$ cat config.mk
export PLATFORM = sky130hd
export DESIGN_NAME = coin_acceptor
export DESIGN_NICKNAME = d
export VERILOG_FILES = /design/src/rtl/coin_acceptor.sv
export SDC_FILE = /design/constraint.sdc
export NUM_CORES = 1
export LEC_CHECK = 0
export BUFFER_PORTS_ARGS = -buffer_cell sky130_fd_sc_hd__buf_2
export CAP_MARGIN = 20
export CORE_ASPECT_RATIO = 2
export CORE_UTILIZATION = 39
export CTS_CLUSTER_SIZE = 20
export DETAILED_ROUTE_END_ITERATION = 6
export HOLD_SLACK_MARGIN = 0.12
export PLACE_DENSITY_LB_ADDON = 0.1
export SYNTH_ARGS = -nofsm -noshare
export SYNTH_HDL_FRONTEND = slang
export SYNTH_SLANG_ARGS = --single-unit
$ cat constraint.sdc
create_clock -name clock -period 5.4 [get_ports clock]
set_input_delay 0 -clock clock [delete_from_list [all_inputs] [get_ports clock]]
set_output_delay 0 -clock clock [all_outputs]
set_load 0.005 [all_outputs]
$ cat src/rtl/coin_acceptor.sv
// Coin-sensor conditioner: synchronises, debounces and arbitrates two raw coin
// sensors into a one-cycle coin code, with reject pulses and a sticky jam flag.
module coin_acceptor #(
    parameter int unsigned DEBOUNCE   = 4,
    parameter int unsigned JAM_CYCLES = 1000
) (
    input  logic       clock,
    input  logic       rst,
    input  logic       sense_1,
    input  logic       sense_2,
    input  logic       accept_en,
    output logic [1:0] coin,
    output logic       reject,
    output logic       jam,
    output logic       busy
);

    localparam int unsigned DB_W  = 8;
    localparam int unsigned JAM_W = $clog2(JAM_CYCLES + 1);
    localparam logic [DB_W-1:0]  DB_LAST = DB_W'(DEBOUNCE - 1);
    localparam logic [JAM_W-1:0] JAM_MAX = JAM_W'(JAM_CYCLES);

    typedef enum logic {
        IDLE         = 1'b0,
        WAIT_RELEASE = 1'b1
    } state_t;

    // Bit 0 is the one-unit channel, bit 1 the two-unit channel.
    logic [1:0]      meta_q;
    logic [1:0]      s_q;
    logic [1:0]      deb_q, deb_d;
    logic [1:0]      deb_prev_q;
    logic [DB_W-1:0] cnt_q [2];
    logic [DB_W-1:0] cnt_d [2];
    logic [1:0]      rise;

    logic [JAM_W-1:0] jcnt_q, jcnt_d;
    logic             jam_q, jam_d;

    state_t     state_q, state_d;
    logic [1:0] coin_q, coin_d;
    logic       reject_q, reject_d;

    // Debounce: a level flips only after DEBOUNCE consecutive mismatching edges.
    always_comb begin
        for (int i = 0; i < 2; i++) begin
            deb_d[i] = deb_q[i];
            cnt_d[i] = '0;
            if (s_q[i] != deb_q[i]) begin
                if (cnt_q[i] == DB_LAST) begin
                    deb_d[i] = ~deb_q[i];
                end else begin
                    cnt_d[i] = cnt_q[i] + DB_W'(1);
                end
            end
        end
    end

    assign rise = deb_q & ~deb_prev_q;

    // Jam counter saturates at JAM_MAX so the flag sets exactly once.
    always_comb begin
        jcnt_d = '0;
        if (|deb_q) begin
            jcnt_d = (jcnt_q == JAM_MAX) ? jcnt_q : jcnt_q + JAM_W'(1);
        end
        jam_d = jam_q | (jcnt_d == JAM_MAX);
    end

    always_comb begin
        state_d  = state_q;
        coin_d   = 2'b00;
        reject_d = 1'b0;
        case (state_q)
            IDLE: begin
                if (|rise) begin
                    state_d = WAIT_RELEASE;
                    if (!jam_q) begin
                        if ((rise == 2'b11) || !accept_en) begin
                            reject_d = 1'b1;
                        end else begin
                            coin_d = rise;
                        end
                    end
                end
            end
            WAIT_RELEASE: begin
                if (deb_q == 2'b00) begin
                    state_d = IDLE;
                end else if (|rise) begin
                    reject_d = 1'b1;
                end
            end
            default: state_d = WAIT_RELEASE;
        endcase
    end

    // Debounced levels reset high so a sensor held through reset is never credited.
    always_ff @(posedge clock or posedge rst) begin
        if (rst) begin
            meta_q     <= 2'b00;
            s_q        <= 2'b00;
            deb_q      <= 2'b11;
            deb_prev_q <= 2'b11;
            cnt_q[0]   <= '0;
            cnt_q[1]   <= '0;
            jcnt_q     <= '0;
            jam_q      <= 1'b0;
            state_q    <= WAIT_RELEASE;
            coin_q     <= 2'b00;
            reject_q   <= 1'b0;
        end else begin
            meta_q     <= {sense_2, sense_1};
            s_q        <= meta_q;
            deb_q      <= deb_d;
            deb_prev_q <= deb_q;
            cnt_q[0]   <= cnt_d[0];
            cnt_q[1]   <= cnt_d[1];
            jcnt_q     <= jcnt_d;
            jam_q      <= jam_d;
            state_q    <= state_d;
            coin_q     <= coin_d;
            reject_q   <= reject_d;
        end
    end

    assign coin   = coin_q;
    assign reject = reject_q;
    assign jam    = jam_q;
    assign busy   = (state_q != IDLE);

endmodule

==> qor.yml <==
status:
  status: "finished clean"
worst_hold_path:
  hold_depth: 0
  hp-class: "reg2reg"
  hp-start: "meta_q[0]$_DFF_PP0_"
  min_to: "s_q[0]$_DFF_PP0_"
global_route:
  grt_pass1_wl_mm: 5.63
  antenna_found_initial: 0
  overflow: 0
  grt_usage_pct: 16.1
  grt_pass1_vias: 1299
  grt_max_degree: 40
yosys:
  synth_cell_type_count: 28
  avgSynthCellArea_sq_um: 11.2
  synth_fp_nets: 163
  synth_cells: 154
  ys_seq_elements: 39
  yosysSeqAreaShare_pct: 56.8
  netlist_area_sq_um: 1730
  yosysWarnings: 0
setup_path:
  r2r_end: "cnt_q[6]$_DFF_PP0_"
  cp_max_fo: 7
  regToRegSetupSlack_ns: 3.42
  critPathArrivalTime_ns: 2.14
  crit_type: "reg2reg"
  endpoint_kind: "flip-flop"
  r2r_cells: 5
  startpoint_type: "flip-flop"
  required_ns: 5.56
  r2r-start: "cnt_q[0]$_DFF_PP0_"
placement:
  gp_congestion: 0.803
  dpl.hpwl_mm: 2.32
  io_buffers: 9
  dp_slack_ns: 3.42
sta:
  tightest_slew_ns: 0.668
  rsz0062_at_grt: "no"
  slew_headroom_pct: 55.3
  max_freq_mhz: 505
  skew_ns: 0.00683
  setup-violations-final: 0
  hold_viol: 0
  period_share_pct: 36.6
  period_minus_slack_ns: 1.98
  setup_ws_ns: 3.42
  fin_tns_setup_ns: 0
  final_max_slew_viol_count: 0
floorplanning:
  initial_core_util_pct: 41.5
  die_w_microns: 49.1
  io_pins: 10
  dieArea_sq_um: 4720
  coreArea_sq_um: 4170
  num_rows: 33
  die_y_microns: 96.2
route:
  routed_wl_mm: 3.19
  vias_per_cell: 5.19
  vias: 1183
  drt_iter0_markers: 26
  wl_per_cell_microns: 14.0
  drtAntennaViolNets: 0
  first_pass_iters: 4
  drc: 0
clocking:
  postCtsHoldBufs: 4
  cts_num_sinks: 39
  cts_buffers: 5
  cts_buffer_depth: 2
  cts_resized: 0
  cts_tree: "yes"
  h-tree-depth: 2
  clkTransAtPathRegs_ns: 0.07
  post_cts_buffers: 0
  cts-root-buf: "clkbuf_8"
  clk_latency_ns: 0.29
finish:
  layout.nets: 184
  final_common_cell: "dfrtp_1"
  nFillCells: 406
  final_cell_mix: "dfrtp_1 (34), nor2_1 (28), xor2_1 (16)"
  n_antenna_cell: 0
  drive_above_1_share_pct: 17.0
  synthToLayoutAreaGrowth_pct: 16.8
power:
  powerDensity_nw_per_um2: 445
  leakage_nw: 0.963
  ir_worst_vdd_v: 0.000254
flow_run:
  cap_violations: 0
registers in the layout, summed over array words and instances, names as in the netlist:
name        flops
cnt_q          16
busy            1
meta_q          2
jam             1
deb_q           2
deb_prev_q      2
s_q             2
coin            2
reject          1
jcnt_q         10
cell families (layout without fill, tap and decap cells):
kind of cell,after synthesis,in the layout,share of synthesized area [%]
AO/OA/AOI/OAI,7,7,2.53
buffers and inverters,5,27,1.09
multiplexers,5,5,3.55
adder cells (fa/ha/maj),4,4,2.89
XOR/XNOR,22,22,11.1
flip-flops,39,39,56.8
AND/OR/NAND/NOR,72,72,22.0
per-layer routing:
layer  up-vias  wire [microns]  GRT usage (%)
met2        18            1830           30.6
li1        562               -              -
met5         -               0              0
met3         9              82           3.00
met4         0             102           10.5
met1       594            1170           15.4
Yosys cell counts:
cell       n  area, sq um
xor2_1    16          140
nand4b_1   1         8.76
and3_2     2         15.0
or4b_1     2         20.0
mux2_4     2         30.0
ha_1       4         50.1
dfrtp_1   34          851
and3_1     8         50.1
nand2_1    6         22.5
nor3b_1    2         15.0
mux2i_1    2         20.0
or4_4      2         22.5
or3b_2     1         8.76
inv_1      5         18.8
nor2_1    28          105
dfstp_2    5          131
xnor2_1    6         52.6
a41o_1     1         10.0
mux2_2     1         11.3
o21ai_0    4         20.0
a21oi_1    1         5.00
nand4_1    1         6.26
and4b_1    1         10.0
nor3_1     1         5.00
nor2b_1    2         12.5
and4_1     1         8.76
nand3_1   14         70.1
o22a_1     1         8.76
layout make-up:
| cell class | instances | area [sq um] | area share, % |
|---|---|---|---|
| repair buffers | 14 | 92.6 | 4.58 |
| inverters | 5 | 18.8 | 0.929 |
| multi-input cells | 110 | 728 | 36.1 |
| well taps | 52 | 65.1 | 3.22 |
| clock buffers | 6 | 72.6 | 3.59 |
| flip-flops and latches | 39 | 982 | 48.6 |
| clock inverters | 2 | 60.1 | 2.97 |
power breakdown:
group	internal (mW)	leakage, nW	switching (mW)
Combinational	0.0883	0.390	0.109
Clock	0.185	0.0654	0.0948
Sequential	0.361	0.508	0.0599
Total	0.634	0.963	0.264
metrics by stage:
step	hold WS (ns)	utilization (%)	cell area [sq um]	instances	total power [mW]
after floorplan	0.0314	-	1730	154	0.557
after global placement	0.109	44.3	1850	216	0.612
after detailed placement	0.110	44.3	1850	216	0.623
after CTS	0.342	48.4	2020	228	0.912
after global routing	0.357	48.4	2020	228	0.959
final	0.354	48.4	2020	228	0.898
critical path, cell delays in order, from the launching register on:
cell and delay (ns):
dfrtp_1 0.40, ha_1 0.25, or4b_1 0.44, or4_4 0.45
nand2_1 0.21, nor2_1 0.09
how the worst max path moves through the flow:
stage,start,endpoint,slack (ns),cells after the start
after floorplan,cnt_q[8]$_DFF_PP0_,deb_q[0]$_DFFE_PP1P_,3.57,4
after CTS,cnt_q[0]$_DFF_PP0_,cnt_q[6]$_DFF_PP0_,3.41,5
after detailed placement,cnt_q[8]$_DFF_PP0_,cnt_q[12]$_DFF_PP0_,3.42,5
final,cnt_q[0]$_DFF_PP0_,cnt_q[6]$_DFF_PP0_,3.42,5
after global routing,cnt_q[0]$_DFF_PP0_,cnt_q[6]$_DFF_PP0_,3.28,5
after global placement,cnt_q[0]$_DFF_PP0_,cnt_q[6]$_DFF_PP0_,3.45,5
Power figures use the tool's default switching activity.
